<file path="src/rtl/ibex_pkg.sv">
// Shared definitions for the iterative divider: op encoding and sequencer states.
package ibex_pkg;

    localparam logic [1:0] DIV_OP_DIV  = 2'b00;
    localparam logic [1:0] DIV_OP_DIVU = 2'b01;
    localparam logic [1:0] DIV_OP_REM  = 2'b10;
    localparam logic [1:0] DIV_OP_REMU = 2'b11;

    typedef enum logic [2:0] {
        IDLE,
        ABS_A,
        ABS_B,
        DIV,
        FIX,
        DONE
    } div_state_e;

endpackage

</file>
<file path="src/rtl/ibex_div_seq.sv">
// Iterative 32-bit restoring divider (DIV/DIVU/REM/REMU) that borrows the ALU's
// 33-bit adder for sign fix-up and every subtract step.
//
// state | meaning
// IDLE  | ready for a request
// ABS_A | dividend <= |a| for signed ops
// ABS_B | divisor  <= |b| for signed ops
// DIV   | 32 shift/subtract iterations, counter 31..0
// FIX   | sign-correct quotient or remainder into result_o
// DONE  | result_valid_o pulse
module ibex_div_seq
    import ibex_pkg::*;
#(
    parameter bit FAST_DIV0 = 1'b0
) (
    input  logic        clk_i,
    input  logic        rst_i,
    input  logic        div_valid_i,
    output logic        div_ready_o,
    input  logic [1:0]  div_op_i,
    input  logic [31:0] div_a_i,
    input  logic [31:0] div_b_i,
    input  logic        kill_i,
    output logic        multdiv_en_o,
    output logic [32:0] multdiv_operand_a_o,
    output logic [32:0] multdiv_operand_b_o,
    input  logic [33:0] adder_result_ext_i,
    output logic [31:0] result_o,
    output logic        result_valid_o,
    output logic        busy_o
);

    // With A={x,1} and B={~y,1} the adder yields x-y in [32:1] and x>=y in [33].
    function automatic logic [32:0] sub_a(input logic [31:0] x);
        return {x, 1'b1};
    endfunction

    function automatic logic [32:0] sub_b(input logic [31:0] y);
        return {~y, 1'b1};
    endfunction

    div_state_e  state_q, state_d;
    logic [1:0]  op_q;
    logic        sa_q, sb_q, b_zero_q;
    logic [31:0] dvd_q, divisor_q, rem_q;
    logic [4:0]  cnt_q;

    logic [31:0] adder_sum;
    logic        adder_carry;
    logic        unused_adder_lsb;
    logic [31:0] shifted;
    logic        take;
    logic [31:0] fix_val;
    logic        fix_neg;

    assign adder_sum        = adder_result_ext_i[32:1];
    assign adder_carry      = adder_result_ext_i[33];
    assign unused_adder_lsb = adder_result_ext_i[0];

    // rem[31] set means the true shifted remainder exceeds 2^32, so it always subtracts.
    assign shifted = {rem_q[30:0], dvd_q[31]};
    assign take    = rem_q[31] | adder_carry;
    assign fix_val = op_q[1] ? rem_q : dvd_q;
    assign fix_neg = op_q[1] ? sa_q : ((sa_q ^ sb_q) & ~b_zero_q);

    assign div_ready_o    = (state_q == IDLE);
    assign busy_o         = (state_q != IDLE);
    assign result_valid_o = (state_q == DONE);

    always_comb begin
        state_d             = state_q;
        multdiv_en_o        = 1'b0;
        multdiv_operand_a_o = '0;
        multdiv_operand_b_o = '0;
        case (state_q)
            IDLE: begin
                if (div_valid_i) state_d = ABS_A;
            end
            ABS_A: begin
                multdiv_en_o        = 1'b1;
                multdiv_operand_a_o = sub_a(32'h0);
                multdiv_operand_b_o = sub_b(dvd_q);
                state_d             = ABS_B;
            end
            ABS_B: begin
                multdiv_en_o        = 1'b1;
                multdiv_operand_a_o = sub_a(32'h0);
                multdiv_operand_b_o = sub_b(divisor_q);
                state_d             = (FAST_DIV0 && b_zero_q) ? FIX : DIV;
            end
            DIV: begin
                multdiv_en_o        = 1'b1;
                multdiv_operand_a_o = sub_a(shifted);
                multdiv_operand_b_o = sub_b(divisor_q);
                if (cnt_q == 5'd0) state_d = FIX;
            end
            FIX: begin
                multdiv_en_o        = 1'b1;
                multdiv_operand_a_o = sub_a(32'h0);
                multdiv_operand_b_o = sub_b(fix_val);
                state_d             = DONE;
            end
            DONE:    state_d = IDLE;
            default: state_d = IDLE;
        endcase
        if (kill_i && (state_q != IDLE)) state_d = IDLE;
    end

    always_ff @(posedge clk_i) begin
        if (rst_i) begin
            state_q   <= IDLE;
            op_q      <= '0;
            sa_q      <= 1'b0;
            sb_q      <= 1'b0;
            b_zero_q  <= 1'b0;
            dvd_q     <= '0;
            divisor_q <= '0;
            rem_q     <= '0;
            cnt_q     <= '0;
            result_o  <= '0;
        end else begin
            state_q <= state_d;
            case (state_q)
                IDLE: begin
                    if (div_valid_i) begin
                        op_q      <= div_op_i;
                        dvd_q     <= div_a_i;
                        divisor_q <= div_b_i;
                        rem_q     <= '0;
                        sa_q      <= ~div_op_i[0] & div_a_i[31];
                        sb_q      <= ~div_op_i[0] & div_b_i[31];
                        b_zero_q  <= (div_b_i == 32'h0);
                    end
                end
                ABS_A: begin
                    if (sa_q) dvd_q <= adder_sum;
                end
                ABS_B: begin
                    if (sb_q) divisor_q <= adder_sum;
                    cnt_q <= 5'd31;
                    // Shortcut lands on the same answer the 32 iterations would produce.
                    if (FAST_DIV0 && b_zero_q) begin
                        rem_q <= dvd_q;
                        dvd_q <= '1;
                    end
                end
                DIV: begin
                    rem_q <= take ? adder_sum : shifted;
                    dvd_q <= {dvd_q[30:0], take};
                    cnt_q <= cnt_q - 5'd1;
                end
                FIX: begin
                    if (!kill_i) result_o <= fix_neg ? adder_sum : fix_val;
                end
                default: ;
            endcase
        end
    end

endmodule

</file>
<file path="config.mk">
export PLATFORM = sky130hd
export DESIGN_NAME = ibex_div_seq
export DESIGN_NICKNAME = d
export VERILOG_FILES = /design/src/rtl/ibex_pkg.sv /design/src/rtl/ibex_div_seq.sv
export SDC_FILE = /design/constraint.sdc
export NUM_CORES = 1
export LEC_CHECK = 0
export BUFFER_PORTS_ARGS = -buffer_cell sky130_fd_sc_hd__buf_2
export CELL_PAD_IN_SITES_DETAIL_PLACEMENT = 1
export CELL_PAD_IN_SITES_GLOBAL_PLACEMENT = 2
export CORE_ASPECT_RATIO = 2
export CORE_MARGIN = 10
export CORE_UTILIZATION = 32
export DETAILED_ROUTE_END_ITERATION = 8
export PLACE_DENSITY = 0.82
export SLEW_MARGIN = 5
export SYNTH_ARGS = -nofsm -noshare
export SYNTH_HDL_FRONTEND = slang
export SYNTH_SLANG_ARGS = --single-unit
</file>
<file path="constraint.sdc">
create_clock -name clk_i -period 4.5 [get_ports clk_i]
set_clock_uncertainty 0.05 [all_clocks]
set_input_delay 0.45 -clock clk_i [delete_from_list [all_inputs] [get_ports clk_i]]
set_output_delay 0.45 -clock clk_i [all_outputs]
set_load 0.005 [all_outputs]
</file>
# Word-level counts from Yosys, hierarchy flattened
# Index checks and enable logic that the tools add are counted.
[classes]
eq_ne = 9
order_cmp = 0
reduce_logical = 19
multipliers = 0
n_addsub = 1
n_div = 0
n_mux = 19
shift = 0
bitwise_logic = 11
[ops]
columns = ["operator", "count"]
rows = [
  ["$mux 32", 8],
  ["$pmux 32 s2", 2],
  ["$pmux 33 s3", 1],
  ["$not 32->32", 3],
  ["$pmux 32 s3", 1],
  ["$pmux 33 s2", 1],
  ["$logic_not 32->1", 1],
  ["$pmux 3 s5", 1],
  ["$pmux 5 s2", 1],
  ["$ne 2x2->1 const B", 4],
  ["$reduce_and 2->1", 4],
  ["$eq 3x2->1 const B", 2],
  ["$eq 3x3->1 const B", 2],
  ["$mux 3", 2],
  ["$reduce_and 3->1", 2],
  ["$reduce_bool 2->1", 3],
  ["$reduce_bool 3->1", 2],
  ["$logic_not 5->1", 1],
  ["$sub 5x1->5 const B", 1],
  ["$reduce_or 2->1", 2],
  ["$reduce_or 4->1", 1],
  ["$and 1x1->1", 3],
  ["$eq 3x1->1 const B", 1],
  ["$logic_not 3->1", 1],
  ["other kinds (6)", 9],
]
[totals]
wordCells = 69
ram_bits = 0
ff_bits = 141
mem_bits_ro = 0
latch_bits = 0
memories = 0

# Depth between registers and ports, before layout
[depth]
depth_word = 4
depth_mapped = 7
ltp_nobuf = 5

# Worst setup path after synthesis
# No wires, ideal clock.
[synth_path]
kind = "reg2out"
start = "reg state_q[0]"
end = "out multdiv_operand_b_o[10]"
stages_incl_launch_ff = 7
arrival_ns = 1.402
t_required_ns = 4.000
slack_ns = 2.598
n_path_buf = 2
path_cell_list = "dfxtp_1 -> buf_2 -> and2b_1 -> nor2_1 -> clkbuf_1 -> o22a_1 -> o22ai_1"
[synth_between]
elab_chain_cells = 3
[synth_rtl]
columns = ["element", "line", "source"]
rows = [
  ["from (decl)", "ibex_div_seq.sv:42", "div_state_e state_q, state_d;"],
  ["from (signal assigned)", "ibex_div_seq.sv:122", "state_q <= state_d;"],
  ["$eq 3x2->1", "ibex_div_seq.sv:75", "case (state_q)"],
  ["$reduce_or 2->1 (no line)", "n/a", ""],
  ["$pmux 33 s3 (*)", "ibex_div_seq.sv:75", ""],
  ["to (decl)", "ibex_div_seq.sv:26", "output logic [32:0] multdiv_operand_b_o,"],
]
# Every way passes the cells marked *; elsewhere a longest branch is shown, timed or not.

# Final worst setup path
[layout_path]
start = "reg state_q[0]"
end = "out multdiv_operand_b_o[24]"
# The elaborated chain is that of the path after synthesis.

==> results.md <==
* Outcome: finished clean
* Clk pwr share at 37.6%
* Post-synth top cells: dfxtp_1 (140), nand2_1 (137), nor2_1 (104)
* Leak at 3.630 nW
* R2r setup slk at 1.49 ns
* Final hold viol count at 0
* HP Class: in -> reg
* Worst-case clock buffer depth at 2
* Sw Ratio at 32.82%
* PortBufs at 204
* Antenna Nets Post-Route at 0
* CTS tree: yes
* Post-CTS setup buffer count at 0
* Fin crit share at 79.52%
* Hold Path End: op_q[1]
* CP Data Required Time at 4.00 ns
* Worst reg2reg path depth at 6
* Synth warnings at 0
* Synth area leader: dfxtp_1
* Hold Path Stages at 3
* PnR worst setup slack at 0.9217 ns
* RR Startpoint: state_q[1]
* Initial antenna violation count at 1
* Asr flop ratio synth at 0%
* HPWL Detailed at 23350 microns
* Skew-Pair Late Insertion Delay at 0.44 ns
* DR vias at 8032
* Post-Syn Nets at 1040
* Die width at 128.6 microns
* Startpoint types: register
* Core area at 0.02323 sq mm
* I/O pin count at 206
* CTS clock-pin slew for the worst setup and hold paths at 0.06 ns
* First-pass GRT wire length at 51400 microns
* Crit path time final at 3.578 ns
* NetSw at 1.289 mW
* Vias in the first global route at 8748
* RePlAce Congestion at 0.8010
* VDD IR-drop max at 0.2494 mV
* CP arrival at 3.08 ns
* Grt ovf at 0
* Cell Pwr Density at 421.1 mW/mm^2
* Hold path start: div_op_i[1]
* Synth cell types at 53
* Drt drc at 0
* Initial DRC Count at 392
* FF+latch count, synth at 140
* FILL cells at 2805
* CTS Sinks at 140
* WL final at 33280 microns
* Total Neg Setup Slack at 0 ns
* GRT Util Overall at 21.65%
* Drt wl/cell at 24.10 microns
* TritonCTS Buffers at 17
* Reg-to-reg endpoint: rem_q[12]
* Crit Path Class: reg -> out
* Nets at 1190
* DRT Pass-1 Iters at 5
* Root Buffer: clkbuf_16
* Synth Cell Area at 0.007541 sq mm
* Layout area overhead at 23.74%
* Ys flop type: dfxtp_1
* Std-Cell Rows at 79
* Logic pwr share at 25.1%
* Sequential share of the synthesized area at 37.17%
* Internal power at 2.640 mW
* Flop pwr share at 37.3%
* Final Slew Violations at 0
* Diodes inserted at 0
* Die H at 237.1 microns
* Crit. End Element: output port
* Max-cap viol count at 0
* Fmax at 279.5 MHz
* Slew margin rel. at 22.63%
* Hold_buf cts at 0
* Initial Util at 32.46%
* CP max FO at 50
* Number of synthesized flops with an enable pin at 0
* H-tree levels at 4
* Syn Area/Cell at 8.065 sq um
* Pin count of the biggest net entering global routing at 57
* RSZ-0062 raised after global routing: false
* Cell with the most instances after synthesis: dfxtp_1
* Worst slew pin tran at 1.158 ns
* Vias/cell at 5.816
* Place WS at 1.436 ns
* Resize count post-CTS at 0
* Setup violators final at 0
* Die area at 0.03048 sq mm
* Post-Syn Instances at 935
* Share of cells above drive strength 1 at 27.60%
* Synth top area share at 37.17%
* Synth top area cells: dfxtp_1 (37%), nand2_1 (6.8%), nor2_1 (5.2%), mux2_2 (4.6%), mux2i_1 (4.4%)
[routing by layer]
metal	global-route usage, %	routed length [microns]	up-vias
met3	4.453	1502	60
li1	-	-	3749
met5	0	8	-
met2	39.07	17950	220
met4	10.27	1067	2
met1	23.04	12750	4001
[critical path, cell delays in order (launching register included)]
cell	delay, ns
dfxtp_2	0.94
and2b_2	0.65
nor2_2	0.10
buf_4	0.23
o22a_1	0.23
o22ai_1	0.27
buf_2	0.18
[registers in the layout, indices dropped and copies added, names as in the netlist]
register	count
state_q	3
result_o	32
rem_q	32
sb_q	1
cnt_q	5
sa_q	1
divisor_q	32
op_q	1
dvd_q	32
b_zero_q	1
[power by group through the flow]
stage	Clock, mW	Combinational, mW	Sequential [mW]
after floorplan	0	0.621	1.43
after global placement	0	0.972	1.49
after detailed placement	0	0.995	1.49
after global routing	1.55	1.08	1.48
final	1.48	0.985	1.47
after CTS	1.50	0.999	1.47
[layout by cell type, fill, tap and decap left out, drive strengths merged, types with 5 or more instances in the layout]
cell type,instances
a22oi,31
a211oi,5
inv,6
o22ai,31
nand3b,5
mux2,31
and2,31
nor2,105
mux2i,33
a21oi,38
dfxtp,140
buf,225
nand2,137
o221ai,32
a311oi,33
nor4,7
clkbuf,26
o211ai,32
o22a,31
o21ai,71
[worst max path at each step]
stage | startpoint | endpoint | slack, ns | depth (start not counted)
detailed placement | state_q[0] | multdiv_operand_b_o[24] | 1.44 | 6
global placement | state_q[0] | multdiv_operand_b_o[3] | 1.48 | 6
CTS | state_q[0] | multdiv_operand_b_o[24] | 0.93 | 6
finish | state_q[0] | multdiv_operand_b_o[24] | 0.92 | 6
global route | state_q[0] | multdiv_operand_b_o[24] | 0.77 | 6
floorplan | state_q[0] | multdiv_operand_b_o[10] | 2.60 | 6
[kinds of logic after synthesis]
| group | count (synthesis) | synth area share (%) |
|---|---|---|
| AOI/OAI and AO/OA | 315 | 28.94 |
| xor gates and xnor gates | 4 | 0.4645 |
| adders and majority gates | 1 | 0.1659 |
| buffers and inverters | 100 | 5.790 |
| DFF | 140 | 37.17 |
| muxes | 64 | 9.009 |
| and+or+nand+nor | 311 | 18.47 |
[through the flow]
| step | cells | util [%] | hold WS [ns] | total power [mW] | area, sq um |
|---|---|---|---|---|---|
| 6_report | 1381 | 40.17 | 0.2084 | 3.929 | 9331 |
| 5_1_grt | 1381 | 40.17 | 0.2133 | 4.117 | 9331 |
| 4_1_cts | 1381 | 40.17 | 0.1818 | 3.968 | 9331 |
| 3_5_place_dp | 1349 | 37.55 | 0.3886 | 2.488 | 8722 |
| 3_3_place_gp | 1349 | 37.55 | 0.3797 | 2.462 | 8722 |
| 2_1_floorplan | 935 | - | 0.3931 | 2.049 | 7541 |
[final cells by class]
| class | count | area [sq um] | area share (%) |
|---|---|---|---|
| clock buffers | 26 | 529.3 | 5.672 |
| inverters | 6 | 22.52 | 0.2414 |
| clock inverters | 6 | 80.08 | 0.8581 |
| well taps | 283 | 354.1 | 3.795 |
| repair buffers | 225 | 1181 | 12.66 |
| flip-flops and latches | 140 | 2808 | 30.09 |
| multi-input cells | 695 | 4357 | 46.69 |
Note: power is estimated with default switching activity, not from simulation.
